<file path="config.mk">
export PLATFORM = sky130hd
export DESIGN_NAME = cdb_arbiter
export DESIGN_NICKNAME = d
export VERILOG_FILES = /design/src/rtl/cdb_arbiter.sv
export SDC_FILE = /design/constraint.sdc
export NUM_CORES = 1
export LEC_CHECK = 0
export ABC_AREA = 1
export BUFFER_PORTS_ARGS = -buffer_cell sky130_fd_sc_hd__buf_4
export CORE_AREA = 5 5 123 125
export DETAILED_ROUTE_END_ITERATION = 12
export DIE_AREA = 0 0 128 130
export HOLD_SLACK_MARGIN = 0.12
export PLACE_DENSITY = 0.68
export SYNTH_ARGS = -nofsm -noshare
export SYNTH_HDL_FRONTEND = slang
export SYNTH_SLANG_ARGS = --single-unit
</file>
<file path="constraint.sdc">
create_clock -name clk -period 4.9 [get_ports clk]
set_input_delay 0.245 -clock clk [delete_from_list [all_inputs] [get_ports clk]]
set_output_delay 0.245 -clock clk [all_outputs]
set_load 0.005 [all_outputs]
</file>
<file path="src/rtl/cdb_arbiter.sv">
// Round-robin arbiter granting one execute-stage result per cycle onto the registered common data bus.
// Latency: a result acked in cycle N is broadcast on cdb_* in cycle N+1; req_ack is combinational.
// Backpressure: cdb_ready=0 with a pending broadcast freezes the bus and withholds every req_ack.
//
// Ports:
//   clk, rst        rising-edge clock, asynchronous active-high reset
//   flush           synchronous flush: drops the broadcast, restarts the scan at index 0
//   req_valid/tag/data  per-requester result (index NUM_REQ-1 is the branch unit)
//   req_ack         one-hot-or-zero consume strobe back to the requesters
//   cdb_ready       ROB accepts the current broadcast
//   cdb_valid/tag/data/src  registered broadcast
//
// Optional feature: define CDB_ARB_BR_PRIORITY_EN to let the branch unit win unconditionally.
module cdb_arbiter #(
  parameter int NUM_REQ = 5,
  parameter int TAG_W = 3,
  parameter int DATA_W = 32,
  localparam int SRC_W = $clog2(NUM_REQ)
) (
  input  logic                      clk,
  input  logic                      rst,
  input  logic                      flush,
  input  logic [NUM_REQ-1:0]        req_valid,
  input  logic [NUM_REQ*TAG_W-1:0]  req_tag,
  input  logic [NUM_REQ*DATA_W-1:0] req_data,
  output logic [NUM_REQ-1:0]        req_ack,
  input  logic                      cdb_ready,
  output logic                      cdb_valid,
  output logic [TAG_W-1:0]          cdb_tag,
  output logic [DATA_W-1:0]         cdb_data,
  output logic [SRC_W-1:0]          cdb_src
);

  logic [SRC_W-1:0]  rr_ptr;
  logic              load_en;
  logic              grant_found;
  logic [SRC_W-1:0]  grant_idx;
  logic              br_prio;
  logic [SRC_W:0]    scan_sum;
  logic [SRC_W-1:0]  scan_idx;
  logic [TAG_W-1:0]  sel_tag;
  logic [DATA_W-1:0] sel_data;

  // The bus register can take a new value when it is empty or being drained this cycle.
  assign load_en = ~flush & (~cdb_valid | cdb_ready);

  // Scan from rr_ptr, wrapping at NUM_REQ rather than at 2^SRC_W. One extra
  // bit on the sum holds rr_ptr + k before the single conditional subtract.
  always_comb begin
    grant_found = 1'b0;
    grant_idx   = '0;
    br_prio     = 1'b0;
    scan_sum    = '0;
    scan_idx    = '0;
    for (int k = 0; k < NUM_REQ; k++) begin
      scan_sum = {1'b0, rr_ptr} + (SRC_W+1)'(k);
      if (scan_sum >= (SRC_W+1)'(NUM_REQ)) begin
        scan_sum = scan_sum - (SRC_W+1)'(NUM_REQ);
      end
      scan_idx = scan_sum[SRC_W-1:0];
      if (!grant_found && req_valid[scan_idx]) begin
        grant_found = 1'b1;
        grant_idx   = scan_idx;
      end
    end
`ifdef CDB_ARB_BR_PRIORITY_EN
    // Branch results resolve mispredicts, so they bypass the rotation and
    // leave the pointer where the reservation stations expect it.
    if (req_valid[NUM_REQ-1]) begin
      grant_found = 1'b1;
      grant_idx   = SRC_W'(NUM_REQ-1);
      br_prio     = 1'b1;
    end
`endif
  end

  always_comb begin
    sel_tag  = '0;
    sel_data = '0;
    for (int i = 0; i < NUM_REQ; i++) begin
      if (grant_idx == SRC_W'(i)) begin
        sel_tag  = req_tag[i*TAG_W +: TAG_W];
        sel_data = req_data[i*DATA_W +: DATA_W];
      end
    end
  end

  // Gated by rst so nothing is consumed while the bus register is held clear.
  assign req_ack = (load_en && grant_found && !rst) ? (NUM_REQ'(1) << grant_idx) : '0;

  always_ff @(posedge clk or posedge rst) begin
    if (rst) begin
      cdb_valid <= 1'b0;
      cdb_tag   <= '0;
      cdb_data  <= '0;
      cdb_src   <= '0;
      rr_ptr    <= '0;
    end else if (flush) begin
      cdb_valid <= 1'b0;
      rr_ptr    <= '0;
    end else if (load_en) begin
      if (grant_found) begin
        cdb_valid <= 1'b1;
        cdb_tag   <= sel_tag;
        cdb_data  <= sel_data;
        cdb_src   <= grant_idx;
        if (!br_prio) begin
          rr_ptr <= (grant_idx == SRC_W'(NUM_REQ-1)) ? '0 : grant_idx + 1'b1;
        end
      end else begin
        cdb_valid <= 1'b0;
      end
    end
  end

endmodule

</file>
After elaboration in Yosys (flattened, before gate mapping)
Index checks and enable logic that the tools add are counted.
{ "totals": {"inputBits": 184, "out_inout_bits": 44, "regBits": 42, "word_cells": 93} }
{ "op_classes": {"bitwise_logic": 4, "eq_ne": 4, "shift": 1, "addsub": 10, "reduce_logical": 16, "n_lt_le_gt_ge": 10, "muxes": 43} }
{ "ops": {"columns": ["cell", "n"], "rows": [
  ["$mux 32", 5],
  ["$mux 3", 19],
  ["$lt 3x4->1 const B", 5],
  ["$ge 4x3->1 const B", 4],
  ["$bmux 1 s3", 5],
  ["$sub 3x3->3 const B", 5],
  ["$mux 1", 13],
  ["$add 3x2->4 const B", 2],
  ["$eq 3x2->1 const B", 2],
  ["$logic_and 1x1->1", 6],
  ["$logic_not 1->1", 5],
  ["$mux 5", 1],
  ["$shl 1x3->5 const A", 1],
  ["$add 3x1->4 const B", 1],
  ["$add 3x3->4 const B", 1],
  ["$reduce_bool 2->1", 2],
  ["$add 3x1->3 const B", 1],
  ["$eq 3x1->1 const B", 1],
  ["$eq 3x3->1 const B", 1],
  ["$ge 3x3->1 const B", 1],
  ["$logic_not 3->1", 1],
  ["$reduce_and 3->1", 1],
  ["$not 1->1", 2],
  ["$reduce_and 2->1", 1],
  ["2 further kinds", 2]
]} }

Longest topological paths before layout
Gate-level depths: netlist (run 1).
{ "depth": {"depth_word": 23, "depth_mapped": 30, "mapped_depth_nobuf": 28} }

Least setup slack after synthesis (run 1)
OpenSTA, ideal clock, no wires.
{ "synth_timing": {"path_kind": "reg-to-reg", "from": "reg rr_ptr[0]", "to": "reg cdb_data[0]", "period_less_slack_ps": 3804, "n_path_buf": 2, "path_slack_ps": 1096, "arrival_time_ps": 3739, "path_stages_with_launch": 31, "t_required_ps": 4834, "setup_ps": 66, "path_cell_list": "dfrtp_1 -> inv_2 -> ha_1 -> inv_1 -> fa_1 -> inv_1 -> nand2_1 -> nand2_1 -> nand2_1 -> inv_1 -> nand3_1 -> nand2_1 -> nand2_1 -> nand2_1 -> inv_1 -> nand4_2 -> inv_2 -> nand2_2 -> nor2_1 -> or2_2 -> ha_1 -> ha_1 -> clkbuf_1 -> clkinv_1 -> clkbuf_1 -> nand2_1 -> inv_1 -> nand2_1 -> nand2_1 -> nand2_1 -> nand2_1"} }
{ "synth_between": {"elab_chain_len": 23, "word_cells_on_any_way": 58, "classes_between": "9 x add/sub; 5 x order compare; 4 x eq/ne; 30 x mux; 10 x reduce/logical"} }
{ "synth_rtl": {"columns": ["element", "line", "source"], "rows": [
  ["start, declared", "34", "logic [SRC_W-1:0] rr_ptr;"],
  ["start signal, assigned", "108", "rr_ptr <= (grant_idx == SRC_W'(NUM_REQ-1)) ? '0 : grant_idx + 1'b1;"],
  ["parallel branches: the longest is 16 deep, another holds $add 3x1->4", null, null],
  ["$mux 3 (*)", "61", "if (!grant_found && req_valid[scan_idx]) begin"],
  ["net grant_idx[1]", "37", "logic [SRC_W-1:0] grant_idx;"],
  ["$logic_not 3->1", "81", "if (grant_idx == SRC_W'(i)) begin"],
  ["$mux 32 (4 in series)", "81", null],
  ["$mux 32 (*)", "81", null],
  ["end signal, assigned", "105", "cdb_data <= sel_data;"],
  ["end, declared", "30", "output logic [DATA_W-1:0] cdb_data,"]
]} }
Mark *: on every way through the listed nets, which the timed path passes. The select of a mux whose other input is x is not followed.
A chain may end at the register's enable or synchronous reset.

Final worst setup path (run 1)
{ "layout_timing": {"from": "reg rr_ptr[1]", "to": "out req_ack[4]"} }
{ "layout_between": {"word_cells_on_any_way": 51, "classes_between": "9 x add/sub; 5 x order compare; 1 x shift; 26 x mux; 10 x reduce/logical"} }
{ "layout_lines": {"columns": ["element", "line", "source"], "rows": [
  ["parallel branches: the longest is 16 deep, another holds $add 3x1->4", null, null],
  ["$mux 3 (*)", "61", null],
  ["net grant_idx[1]", "37", null],
  ["$shl 1x3->5 (*)", "89", "assign req_ack = (load_en && grant_found && !rst) ? (NUM_REQ'(1) << grant_idx) : '0;"],
  ["$mux 5 (*)", "89", null],
  ["end, declared", "26", "output logic [NUM_REQ-1:0] req_ack,"]
]} }
Marked as above.

==> flow_metrics.py, run 1 <==
metrics = {
    "detailed_routing": {
        "dr.pass1.iters": 5,
        "drcViolationCount": 0,
        "wl_per_cell_um": 14.79,
        "vias_per_cell": 4.775,
        "drt-total-wl_mm": 20.17,
        "drt-initial-drc-count": 332,
        "num_vias": 6508,
        "drtAntennaViolNets": 0,
    },
    "critical_path": {
        "r2r-end": "cdb_data[8]$_DFFE_PP0P_",
        "worst_ep_required_time_ns": 4.66,
        "reg2reg_from": "rr_ptr[1]$_DFFE_PP0P_",
        "worstSetupEndpoint": "req_ack[4]",
        "worstSetupPathType": "reg2out",
        "start_kind": "register",
        "crit_start": "rr_ptr[1]$_DFFE_PP0P_",
        "cp_max_fo": 30,
        "rr_worst_depth": 23,
        "endpoint_kind": "output port",
        "crit_arrival_ns": 4.27,
        "reg2reg_slack_ns": 0.67,
    },
    "yosys": {
        "ys_seq_elements": 42,
        "synthFlopType": "dfrtp_1",
        "synth_compound_area_share_pct": 5.549,
        "synth_area_per_cell_um2": 5.494,
        "synth_cells": 985,
        "netlist-cell-type-count": 35,
        "synth_top_cell_by_area": "nand2_1",
        "synthesis.nets": 1183,
        "synth-adder-area-share_pct": 3.376,
        "synth_common_cells": "350 x nand2_1, 205 x inv_1, 159 x nand3_1",
        "muxShareOfSynthArea_pct": 0,
        "synth_seq_area_share_pct": 19.42,
        "synth.area.top_cells": "nand2_1 24%, dfrtp_1 19%, nand3_1 15%",
        "yosys.area_share.simple_pct": 50.54,
        "synth_xor_area_share_pct": 0.1618,
        "synth_edf_count": 0,
        "post-synth-top-count-cell": "nand2_1",
        "syn_area_um2": 5411,
        "synth_top_family_by_area": "simple AND/OR/NAND/NOR gates",
        "yosys_warnings": 0,
        "synth_top_area_share_pct": 24.28,
        "async_flop_share_pct": 100.0,
    },
    "floorplan": {
        "initial_core_util_pct": 39.29,
        "fp.dieH_um": 130,
        "dieArea_um2": 16640,
        "core_area_um2": 13770,
        "ios": 228,
        "die_x_um": 128,
        "row_count": 43,
    },
    "cts": {
        "numCtsBuffers": 5,
        "clock-root-buffer": "clkbuf_16",
        "cts_tree": "built",
        "clock_latency_ns": 0.29,
        "htree_levels": 2,
        "clkTransAtPathRegs_ns": 0.07,
        "clockBufferDepth": 2,
        "postCtsSetupBuffers": 0,
        "cts_sinks": 42,
    },
    "sta": {
        "rsz0062_at_grt": "no",
        "timing.fmax_mhz": 221.6,
        "tns_ns": 0,
        "setup_viol": 0,
        "worstMarginPinSlew_ns": 0.6520,
        "fin_crit_ns": 4.512,
        "finalHoldViolations": 0,
        "drv_slew": 0,
        "timing.final.crit_share_pct": 92.09,
        "relSlewSlack_pct": 56.53,
        "finalClockSkew_ns": 0.01084,
    },
    "finish": {
        "final_cells": 1363,
        "area_growth_pct": 34.75,
        "nets": 1380,
        "n_antenna_cell": 0,
        "drive_gt1_share_pct": 25.44,
    },
    "place": {
        "gp_congestion": 0.9140,
        "dp.cells": 1354,
        "io_buffer_count": 227,
        "dp_hpwl_mm": 15.08,
    },
    "run_status": {
        "status": "finished clean",
    },
    "grt": {
        "grt_max_degree": 59,
        "grt_overflow": 0,
        "grt_usage_pct": 23.97,
        "grt_pass1_wl_mm": 31.96,
        "grt_pass1_vias": 6247,
        "grt_antenna_before_repair": 0,
    },
    "hold_path": {
        "min_path_type": "in2async",
    },
    "flow_run": {
        "drv_cap": 0,
    },
}
through the flow:
stage | worst slack [ns] | hold slack [ns] | area [um^2] | util (%)
final | 0.3876 | 0.1207 | 7292 | 52.94
after floorplan | 1.096 | 0.3081 | 5411 | -
after global routing | 0.02802 | 0.1702 | 7292 | 52.94
after global placement | 0.5609 | 0.4061 | 7128 | 51.75
after detailed placement | 0.6074 | 0.4080 | 7128 | 51.75
after CTS | 0.3794 | 0.1469 | 7286 | 52.90
sequential cells by signal (all words and copies together) (netlist names):
register   flops
cdb_data      32
rr_ptr         3
cdb_valid      1
cdb_tag        3
cdb_src        3
cell families (layout without fill, tap and decap cells):
logic type	Yosys count	in the layout
AOI/OAI and AO/OA	55	55
and+or+nand+nor	607	607
DFF	42	42
xor gates and xnor gates	1	1
buffers and inverters	266	464
adders and majority gates	14	14
routing by layer:
metal / part of all wire (%) / wire length [um] / global-route usage, % / vias up
met5: 0 / 0 / 0 / -
met4: 1.9 / 393 / 5.556 / 0
met3: 8.8 / 1778 / 7.450 / 24
met2: 48 / 9765 / 41.25 / 228
met1: 41 / 8228 / 29.47 / 2890
li1: - / - / - / 3366
critical path, cell delays in order, from the launching register on:
cell     delay, ns
dfrtp_1       0.49
inv_2         0.15
ha_1          0.23
ha_1          0.36
o21ai_1       0.21
nand2_1       0.14
nand2_1       0.08
nand2_1       0.09
o21ai_0       0.16
nand3_1       0.21
nand4_2       0.18
inv_2         0.05
nand2_2       0.10
nor2_1        0.04
or2_2         0.32
inv_1         0.11
ha_1          0.17
buf_4         0.21
nand3_2       0.10
buf_4         0.23
nor2_1        0.17
buf_4         0.14
how the worst min path moves through the flow:
stage | start | endpoint
floorplan | flush | cdb_valid$_DFFE_PP0P_
global placement | flush | cdb_valid$_DFFE_PP0P_
detailed placement | flush | cdb_valid$_DFFE_PP0P_
CTS | rst | cdb_data[23]$_DFFE_PP0P_
global route | rst | cdb_data[23]$_DFFE_PP0P_
finish | rst | cdb_data[20]$_DFFE_PP0P_
final cells by class:
cell class | instances | area (um^2)
Inverter | 212 | 795.8
Clock inverter | 1 | 5.005
Fill cell | 1513 | 6481
Timing Repair Buffer | 244 | 1834
Sequential cell | 42 | 1051
Clock buffer | 7 | 142.6
Tap cell | 180 | 225.2
Multi-Input combinational cell | 677 | 3238
what timing repair did:
action                     in CTS  in global routing
hold buffers                    1                  0
gates resized for setup         0                  2
setup endpoints to repair       0                  2
hold endpoints to repair        1                  0
cells in the final DEF (no fill, tap or decap), drive strengths merged:
master and count:
nor3 1, dfrtp 42, clkinv 2, nand3 184
clkbuf 7, o211ai 2, ha 13, a221oi 1
o22ai 1, fa 1, xnor2 1, a21oi 4
buf 243, or2 1, nor2 51, inv 211
nand4 9, o21ai 46, o2111ai 1, nor4 1
nand2 360, dlygate4sd3 1
Power of run 1 is not shown: default switching activity piles up to over one toggle a cycle in this logic, so the estimate is an artifact.
==> run 2: changes to the inputs <==
- PLACE_DENSITY: 0.68 -> 0.74
==> flow_metrics.py, run 2 (synthesis gave the netlist of run 1 again) <==
metrics = {
    "sta": {
        "fin_crit_ns": 4.490,
        "hold_slack_ns": 0.1261,
        "rsz0062_at_grt": "no",
        "timing.final.crit_share_pct": 91.64,
        "tns_ns": 0,
        "finalClockSkew_ns": 0.008703,
        "timing.fmax_mhz": 222.7,
        "finalHoldViolations": 0,
        "setup_viol": 0,
        "worstMarginPinSlew_ns": 0.7582,
        "drv_slew": 0,
        "relSlewSlack_pct": 49.45,
    },
    "floorplan": {
        "ios": 228,
        "die_x_um": 128,
        "row_count": 43,
        "initial_core_util_pct": 39.29,
        "core_area_um2": 13770,
        "fp.dieH_um": 130,
        "dieArea_um2": 16640,
    },
    "grt": {
        "grt_usage_pct": 23.69,
        "grt_overflow": 0,
        "grt_pass1_vias": 6240,
        "grt_max_degree": 74,
        "grt_antenna_before_repair": 0,
        "grt_pass1_wl_mm": 31.70,
    },
    "critical_path": {
        "max_stage_delay_ns": 0.39,
        "start_kind": "register",
        "crit_cells": 26,
        "rr_worst_depth": 28,
        "cp_max_fo": 36,
        "reg2reg_slack_ns": 0.62,
        "worstSetupPathType": "reg2out",
        "crit_slowest_cell": "buf_4",
        "crit_arrival_ns": 4.25,
        "endpoint_kind": "output port",
        "worst_ep_required_time_ns": 4.66,
        "cp_num_buf_inv": 10,
        "crit_top_cell": "nand2_1",
        "path_delay_family": "simple AND/OR/NAND/NOR gates",
    },
    "cts": {
        "clkTransAtPathRegs_ns": 0.06,
        "clockBufferDepth": 2,
        "cts_sinks": 42,
        "cts_tree": "built",
        "htree_levels": 2,
        "numCtsBuffers": 5,
        "clock-root-buffer": "clkbuf_16",
        "clock_latency_ns": 0.29,
    },
    "detailed_routing": {
        "num_vias": 6497,
        "drtAntennaViolNets": 0,
        "dr.pass1.iters": 6,
        "drt-initial-drc-count": 373,
        "wl_per_cell_um": 14.72,
        "drt-total-wl_mm": 20.07,
        "vias_per_cell": 4.767,
        "drcViolationCount": 0,
    },
    "finish": {
        "n_antenna_cell": 0,
        "regArea_um2": 1051,
        "fill_cells": 1505,
        "nets": 1381,
        "largest_register": "cdb_data",
        "final_cells": 1363,
        "mostFrequentLayoutCell": "nand2_1",
        "area_growth_pct": 35.31,
        "drive_gt1_share_pct": 25.36,
        "largest_reg_flops": 32,
        "multi_input_area_um2": 3234,
        "layout_common_cells": "350 x nand2_1, 241 x buf_4, 204 x inv_1",
    },
    "flow_run": {
        "drv_cap": 0,
    },
    "place": {
        "dp.cells": 1355,
        "dp_hpwl_mm": 15.15,
        "gp_congestion": 0.8688,
        "io_buffer_count": 227,
    },
    "run_status": {
        "status": "finished clean",
    },
    "hold_path": {
        "min_path_type": "in2async",
    },
}
## run 2: changes by cell type in the layout (fill, tap and decap cells not counted), sizes merged
cell and change:
clkinvlp +1, buf +1, clkinv -2
## run 2: path summary, 6_finish.rpt
path | start | endpoint
max | rr_ptr[0]$_DFFE_PP0P_ | req_ack[0]
min | rst | cdb_data[20]$_DFFE_PP0P_
max reg2reg | rr_ptr[0]$_DFFE_PP0P_ | cdb_data[4]$_DFFE_PP0P_
min reg2reg | cdb_data[0]$_DFFE_PP0P_ | cdb_data[0]$_DFFE_PP0P_
max in group asynchronous | rst | cdb_data[7]$_DFFE_PP0P_
min in group clk | cdb_ready | cdb_valid$_DFFE_PP0P_
## run 2: cell type report
class,instances,share of cell area [%]
Clock buffer,7,1.811
Inverter,212,10.92
Multi-Input combinational cell,677,44.17
Sequential cell,42,14.35
Tap cell,180,3.076
Timing Repair Buffer,245,25.67
## run 2: per-layer routing
layer / track usage [%] / part of all wire, % / up-vias
li1: - / - / 3368
met1: 28.24 / 40 / 2879
met2: 42.17 / 49 / 223
met3: 6.877 / 8.4 / 27
met4: 5.618 / 2.5 / 0
met5: 0 / 0 / -
## run 2: what timing repair did
action / in CTS / in global routing
gates resized for setup: 0 / 1
hold buffers: 1 / 0
buffers inserted: 0 / 0
hold endpoints to repair: 1 / 0
setup endpoints to repair: 0 / 1
## run 2: tightest hold or removal path, stage by stage
cell,delay [ns]
buf_4,0.11
inv_2,0.03
buf_4,0.50
## run 2: stage by stage
step	util [%]	instance area (um^2)	setup WS, ns
final	53.16	7322	0.4097
after global routing	53.16	7322	0.06026
after CTS	53.13	7318	0.3511
after detailed placement	52.10	7176	0.6603
after global placement	52.10	7176	0.6956
after floorplan	-	5411	1.096
Power of run 2 is left out for the same reason.
==> run 3: changes to the inputs <==
- GPL_TIMING_DRIVEN: unset -> 0
==> flow_metrics.py, run 3 (synthesis gave the netlist of run 1 again) <==
metrics = {
    "critical_path": {
        "crit_top_cell": "nand2_1",
        "worstSetupPathType": "reg2out",
        "max_stage_delay_ns": 0.47,
        "worst_ep_required_time_ns": 4.66,
        "endpoint_kind": "output port",
        "crit_arrival_ns": 4.26,
        "crit_slowest_cell": "dfrtp_1",
        "reg2reg_from": "rr_ptr[1]$_DFFE_PP0P_",
        "path_cells": "inv_1 > ha_1 > ha_1 > o21ai_1 > nand2_1 > nand2_1 > nand2_1 > o21ai_0 > nand3_1 > nand4_2 > inv_2 > nand2_2 > nor2_1 > or2_2 > inv_1 > ha_2 > buf_2 > nand2_1 > nor2_1 > buf_4",
        "cp_max_fo": 10,
        "reg2reg_slack_ns": 0.48,
        "crit_cells": 20,
        "r2r-end": "cdb_data[13]$_DFFE_PP0P_",
        "start_kind": "register",
        "path_delay_family": "simple AND/OR/NAND/NOR gates",
        "cp_num_buf_inv": 5,
        "rr_worst_depth": 24,
    },
    "cts": {
        "postCtsSetupBuffers": 0,
        "clkTransAtPathRegs_ns": 0.06,
        "htree_levels": 2,
        "clock-root-buffer": "clkbuf_16",
        "clock_latency_ns": 0.29,
        "numCtsBuffers": 5,
        "cts_sinks": 42,
        "clockBufferDepth": 2,
        "cts_tree": "built",
    },
    "detailed_routing": {
        "vias_per_cell": 4.754,
        "num_vias": 6651,
        "drcViolationCount": 0,
        "drt-initial-drc-count": 456,
        "drt-total-wl_mm": 20.97,
        "dr.pass1.iters": 5,
        "wl_per_cell_um": 14.99,
        "drtAntennaViolNets": 0,
    },
    "floorplan": {
        "initial_core_util_pct": 39.29,
        "row_count": 43,
        "ios": 228,
        "die_x_um": 128,
        "fp.dieH_um": 130,
        "core_area_um2": 13770,
        "dieArea_um2": 16640,
    },
    "grt": {
        "grt_max_degree": 24,
        "grt_pass1_vias": 6621,
        "grt_overflow": 0,
        "grt_usage_pct": 25.02,
        "grt_pass1_wl_mm": 33.21,
        "grt_antenna_before_repair": 0,
    },
    "place": {
        "gp_congestion": 0.8932,
        "dp_hpwl_mm": 16.98,
        "io_buffer_count": 227,
    },
    "sta": {
        "worstMarginPinSlew_ns": 0.5699,
        "setup_viol": 0,
        "rsz0062_at_grt": "no",
        "drv_slew": 0,
        "timing.fmax_mhz": 221.8,
        "timing.final.crit_share_pct": 92.01,
        "fin_crit_ns": 4.509,
        "finalHoldViolations": 0,
        "finalClockSkew_ns": 0.005716,
        "relSlewSlack_pct": 62.01,
    },
    "finish": {
        "largest_reg_flops": 32,
        "nets": 1416,
        "mostFrequentLayoutCell": "nand2_1",
        "final_core_util_pct": 54.87,
        "n_antenna_cell": 0,
        "largest_register": "cdb_data",
        "area_growth_pct": 39.65,
        "drive_gt1_share_pct": 26.09,
        "layout_common_cells": "350 x nand2_1, 229 x buf_4, 204 x inv_1",
    },
    "hold_path": {
        "min_path_type": "in2reg",
        "min_path_cells": 2,
        "hp-start": "flush",
        "hold_path_end": "cdb_valid$_DFFE_PP0P_",
    },
    "run_status": {
        "status": "finished clean",
    },
    "flow_run": {
        "drv_cap": 0,
    },
}
[run 3: cell count changes in the layout (fill, tap and decap cells not counted), sizes merged]
cell	previous run	this run
buf	244	258
clkinv	0	2
clkinvlp	1	0
clkbuf	7	28
[run 3: metrics by stage]
| step | worst slack [ns] | hold slack [ns] | setup TNS (ns) | std cells | instance area [um^2] |
|---|---|---|---|---|---|
| global placement | -0.07110 | 0.4281 | -0.7444 | 1392 | 7341 |
| CTS | 0.04832 | 0.1300 | 0 | 1400 | 7518 |
| finish | 0.3915 | 0.1359 | 0 | 1399 | 7557 |
| detailed placement | -0.07901 | 0.3260 | -1.620 | 1393 | 7361 |
| global route | 0.007397 | 0.1294 | 0 | 1399 | 7557 |
| floorplan | 1.096 | 0.3081 | 0 | 985 | 5411 |
[run 3: how the worst max path moves through the flow]
stage / startpoint / end / slack [ns]
floorplan: rr_ptr[0]$_DFFE_PP0P_ / cdb_data[0]$_DFFE_PP0P_ / 1.10
global placement: rr_ptr[0]$_DFFE_PP0P_ / req_ack[3] / -0.07
detailed placement: rr_ptr[0]$_DFFE_PP0P_ / req_ack[3] / -0.08
CTS: rr_ptr[0]$_DFFE_PP0P_ / req_ack[4] / 0.05
global route: rr_ptr[0]$_DFFE_PP0P_ / req_ack[1] / 0.007
finish: rr_ptr[1]$_DFFE_PP0P_ / req_ack[1] / 0.39
[run 3: layout make-up]
type,count,area (um^2)
Timing Repair Buffer,229,1734
Inverter,212,799.5
Multi-Input combinational cell,677,3268
Buffer,51,330.3
Clock inverter,1,5.005
Fill cell,1463,6216
Tap cell,180,225.2
Sequential cell,42,1052
Clock buffer,7,142.6
[run 3: layer usage]
metal	wire (um)	track usage [%]
met3	1899	7.081
met5	0	0
met1	7970	28.65
met4	589	8.115
met2	10510	45.04
[run 3: what timing repair did]
action                                  4_1_cts  5_1_grt
hold buffers                                  1        0
endpoints found under the hold margin        20        0
gates resized for setup                       4       13
endpoints found under the setup margin       33       40
Power of run 3 is left out for the same reason.
